## config.mk

```make
export PLATFORM = sky130hd
export DESIGN_NAME = shift_reg_sipo_rx
export DESIGN_NICKNAME = d
export VERILOG_FILES = /design/src/rtl/shift_reg_sipo_rx.sv
export SDC_FILE = /design/constraint.sdc
export NUM_CORES = 1
export LEC_CHECK = 0
export BUFFER_PORTS_ARGS = -buffer_cell sky130_fd_sc_hd__buf_2
export CAP_MARGIN = 10
export CELL_PAD_IN_SITES_DETAIL_PLACEMENT = 0
export CELL_PAD_IN_SITES_GLOBAL_PLACEMENT = 2
export CORE_MARGIN = 5
export CORE_UTILIZATION = 30
export DETAILED_ROUTE_END_ITERATION = 16
export GPL_TIMING_DRIVEN = 0
export PLACE_DENSITY_LB_ADDON = 0.1
export SYNTH_ARGS = -nofsm -noshare
export SYNTH_HDL_FRONTEND = slang
export SYNTH_SLANG_ARGS = --single-unit
```

## constraint.sdc

```tcl
create_clock -name clk -period 1.7 [get_ports clk]
set_input_delay 0.34 -clock clk [delete_from_list [all_inputs] [get_ports clk]]
set_output_delay 0.34 -clock clk [all_outputs]
set_load 0.02 [all_outputs]
```

## src/rtl/shift_reg_sipo_rx.sv

```systemverilog
// Serial-in parallel-out receiver: MSB-first bits on sdi (strobed by sdi_en) assembled into WIDTH-bit words.
// Latency: the edge that samples a word's last bit also loads dout/dout_valid, visible the following cycle.
// Backpressure: one-word holding register; a completed word that finds it occupied and not drained is dropped, setting sticky overrun.
module shift_reg_sipo_rx #(
  parameter int WIDTH = 4
) (
  input  logic             clk,
  input  logic             reset_n,
  input  logic             sdi,
  input  logic             sdi_en,
  input  logic             sync,
  output logic [WIDTH-1:0] dout,
  output logic             dout_valid,
  input  logic             dout_ready,
  output logic             busy,
  output logic             overrun,
  input  logic             clr_overrun
);

  localparam int CW = (WIDTH > 2) ? $clog2(WIDTH) : 1;
  localparam logic [CW-1:0] LAST_BIT = CW'(WIDTH - 1);

  logic [WIDTH-1:0] r_sh;
  logic [CW-1:0]    r_cnt;
  logic [WIDTH-1:0] r_dout;
  logic             r_valid;
  logic             r_overrun;

  logic [WIDTH-1:0] w_word;
  logic             w_complete;
  logic             w_accept;
  logic             w_load;
  logic             w_drop;

  // Word assembly and the load/drop decision; sync outranks completion on the last bit.
  always_comb begin
    w_word     = {r_sh[WIDTH-2:0], sdi};
    w_complete = sdi_en && !sync && (r_cnt == LAST_BIT);
    w_accept   = r_valid && dout_ready;
    w_load     = w_complete && (!r_valid || dout_ready);
    w_drop     = w_complete && r_valid && !dout_ready;
  end

  // Shift register and bit counter advance only on strobed bits; sync restarts the count at 1.
  always_ff @(posedge clk or negedge reset_n) begin
    if (!reset_n) begin
      r_sh  <= '0;
      r_cnt <= '0;
    end else if (sdi_en) begin
      r_sh <= w_word;
      if (sync) begin
        r_cnt <= CW'(1);
      end else if (r_cnt == LAST_BIT) begin
        r_cnt <= '0;
      end else begin
        r_cnt <= r_cnt + CW'(1);
      end
    end
  end

  // Holding register: new word loads (even on the same edge as an accept), otherwise accept empties it.
  always_ff @(posedge clk or negedge reset_n) begin
    if (!reset_n) begin
      r_dout  <= '0;
      r_valid <= 1'b0;
    end else if (w_load) begin
      r_dout  <= w_word;
      r_valid <= 1'b1;
    end else if (w_accept) begin
      r_valid <= 1'b0;
    end
  end

  // Sticky overrun: a drop on the same edge as a clear keeps the flag set.
  always_ff @(posedge clk or negedge reset_n) begin
    if (!reset_n) begin
      r_overrun <= 1'b0;
    end else if (w_drop) begin
      r_overrun <= 1'b1;
    end else if (clr_overrun) begin
      r_overrun <= 1'b0;
    end
  end

  assign dout       = r_dout;
  assign dout_valid = r_valid;
  assign overrun    = r_overrun;
  assign busy       = (r_cnt != '0);

endmodule

```

==> flow_summary.ini <==
[global_route]
grt_pass1_wl_um = 1400
antenna_found_initial = 0
grt_pass1_vias = 342
grt_usage = 0.0727
grt_overflow_total = 0
grt_max_degree = 12

[power_and_ir_drop]
combPwrFrac = 0.299
power_frac_seq = 0.475
intPower_mw = 0.518
power_switching_mw = 0.239
p_per_area_nw_per_um2 = 1270
p_clk_frac = 0.226
p_sw_frac = 0.316
max-vdd-ir-drop_mv = 0.468
p_leak_nw = 0.317

[cells_and_area]
post-route-util = 0.397
nNetsFinal = 62
stdcell_count = 68
area_growth_pct = 24.2
antenna-diode-count = 0
drive_gt1_frac = 0.481

[critical_path]
worstPathCellList = inv_1 -> ha_1 -> inv_1 -> buf_2
cp_common_cell = inv_1
path_class = flop to output port
crit_path_end_kind = output port
cpMaxStageDelayCell = dfrtp_1
crit_required_ns = 1.36
critPathLaunchType = flop
crit_fanout = 3
critPathTopFamily = flip-flops
max_stage_delay_ns = 0.37
critPathBufInv = 3
cp.arrival_ns = 1.07

[sta]
timing.final.ws_setup_ns = 0.287
setup_tns_ns = 0
tightest_slew_ns = 0.252
finalHoldViolations = 0
fin_crit_sh = 0.831
drv_slew = 0
finClkSkew_ns = 0.000863
rsz0062_at_grt = no
hold_slack_ns = 0.275
setup_viol = 0
max_freq_mhz = 708
fin_crit_ns = 1.41
relSlewSlack = 0.832

[yosys]
yosys_warnings = 0
ys_types = 13
synth_area_um2 = 482
synth_top_cell_area_share = 0.571
netlist_top_cells_area = dfrtp_1, mux2_2, ha_1, nand3b_4, o21ai_0
synth_cells = 35
yosysTopAreaCell = dfrtp_1
syn_nets = 44
synth_area_per_cell_um2 = 13.8
ys_ff_latch = 11
yosysSeqAreaShare = 0.571

[status]
status = completed

[detailed_routing]
post_drt_wl_per_cell_um = 11.9
vias = 308
route.detailed.drc = 0
drt-initial-drc-count = 2
antenna_left = 0
viasPerCell = 4.53
drt_pass1_iterations = 2
routed_wl_um = 812

[place]
dpl_worst_slack_ns = 0.342
io_buffers = 12
place_hpwl_um = 667
place_congestion = 0.663
dp.cells = 63

[floorplan]
rows = 14
die_width_um = 50.1
die_height_um = 50.1
core_area_um2 = 1510
pin_count = 14
start_util = 0.320
die-area_um2 = 2510

[cts]
clk_pin_slew_worst_paths_ns = 0.07
cts_buffers = 3
clockBufferDepth = 2
cts_post_setup_buffers_inserted = 0
root_buffer = clkbuf_4
cts_tree = done
clock_latency_ns = 0.26
cts_sinks = 11
cts_resized = 0
cts_max_level = 1

[flow_run]
max-cap-violations = 0

[worst_hold_path]
min_path_type = input pin to flop
## worst paths after layout
kind | end | depth (start not counted) | slack [ns] | startpoint
max | busy | 4 | 0.29 | r_cnt[0]
min | overrun | 2 | 0.27 | clr_overrun
max reg2reg | dout[0] | 4 | 0.35 | r_cnt[0]
min reg2reg | dout[2] | 1 | 0.50 | dout[2]
max in group asynchronous | r_sh[2] | 2 | 1.03 | reset_n
min in group asynchronous | r_cnt[0] | 2 | 0.47 | reset_n
## sequential cells by signal, summed over array words and instances (netlist names)
signal and cells:
dout_valid 1, r_cnt 2, overrun 1, dout 4
r_sh 3
## synth_stat cells
| master | instances |
|---|---|
| mux2_2 | 7 |
| o21ai_0 | 3 |
| nor2b_4 | 1 |
| ha_1 | 2 |
| nand2_1 | 1 |
| nor2_1 | 1 |
| nand3b_4 | 1 |
| nand2b_1 | 1 |
| buf_6 | 1 |
| dfrtp_1 | 11 |
| inv_1 | 4 |
| nand3b_1 | 1 |
| o22ai_1 | 1 |
## cells by family (layout without fill, tap and decap cells)
family / after synthesis / in the layout / synth area share
compound gates: 4 / 4 / 0.0442
flops: 11 / 11 / 0.571
simple gates: 6 / 6 / 0.114
buf+inv: 5 / 22 / 0.0545
fa+ha+maj: 2 / 2 / 0.0519
mux: 7 / 7 / 0.164
## worst reg2reg max path, stage by stage, from the launching register on
cell and delay, ns:
dfrtp_1 0.37, ha_1 0.22, nand3b_4 0.11, nor2b_4 0.18, mux2_2 0.35
## repair_timing
item / CTS / global route
hold endpoints to repair: 11 / 0
hold buffers: 1 / 0
setup endpoints to repair: 0 / 0
## layout make-up
cell class                 count  area (um2)
clock buffer                   4        26.3
sequential                    11         275
multi-input combinational     19         180
timing repair buffer          13        70.1
inverter                       4        15.0
buffer                         1        11.3
tap                           16        20.0
fill                         151         908
## layout by cell type (no fill, tap or decap)
cell	netlist	layout
clkbuf_4	0	3
nor2_1	1	1
dlygate4sd3_1	0	1
ha_1	2	2
inv_1	4	4
o22ai_1	1	1
dfrtp_1	11	11
o21ai_0	3	3
nand2_1	1	1
nand3b_4	1	1
nand2b_1	1	1
buf_2	0	12
nand3b_1	1	1
clkbuf_1	0	1
nor2b_4	1	1
buf_6	1	1
mux2_2	7	7
## stage by stage
step | total power, mW | instance area [um2]
after CTS | 0.775 | 598
final | 0.757 | 598
after global routing | 0.804 | 598
after global placement | 0.586 | 562
after floorplan | 0.512 | 482
after detailed placement | 0.595 | 562
## power groups by stage
stage / registers [mW] / clock network [mW] / logic, mW
3_3_place_gp: 0.361 / 0 / 0.225
6_report: 0.359 / 0.171 / 0.226
5_1_grt: 0.365 / 0.192 / 0.247
2_1_floorplan: 0.423 / 0 / 0.0887
4_1_cts: 0.359 / 0.184 / 0.232
3_5_place_dp: 0.364 / 0 / 0.231
## routing by layer
metal  share of wire  up-vias  wire length (um)  track usage
met1            0.38      148               309       0.0738
met5               0        -                 0            0
met4               0        0                 0       0.0131
met3            0.10        0                82       0.0452
li1                -      150                 -            -
met2            0.52       10               419        0.126
(Power assumes the default switching activity.)
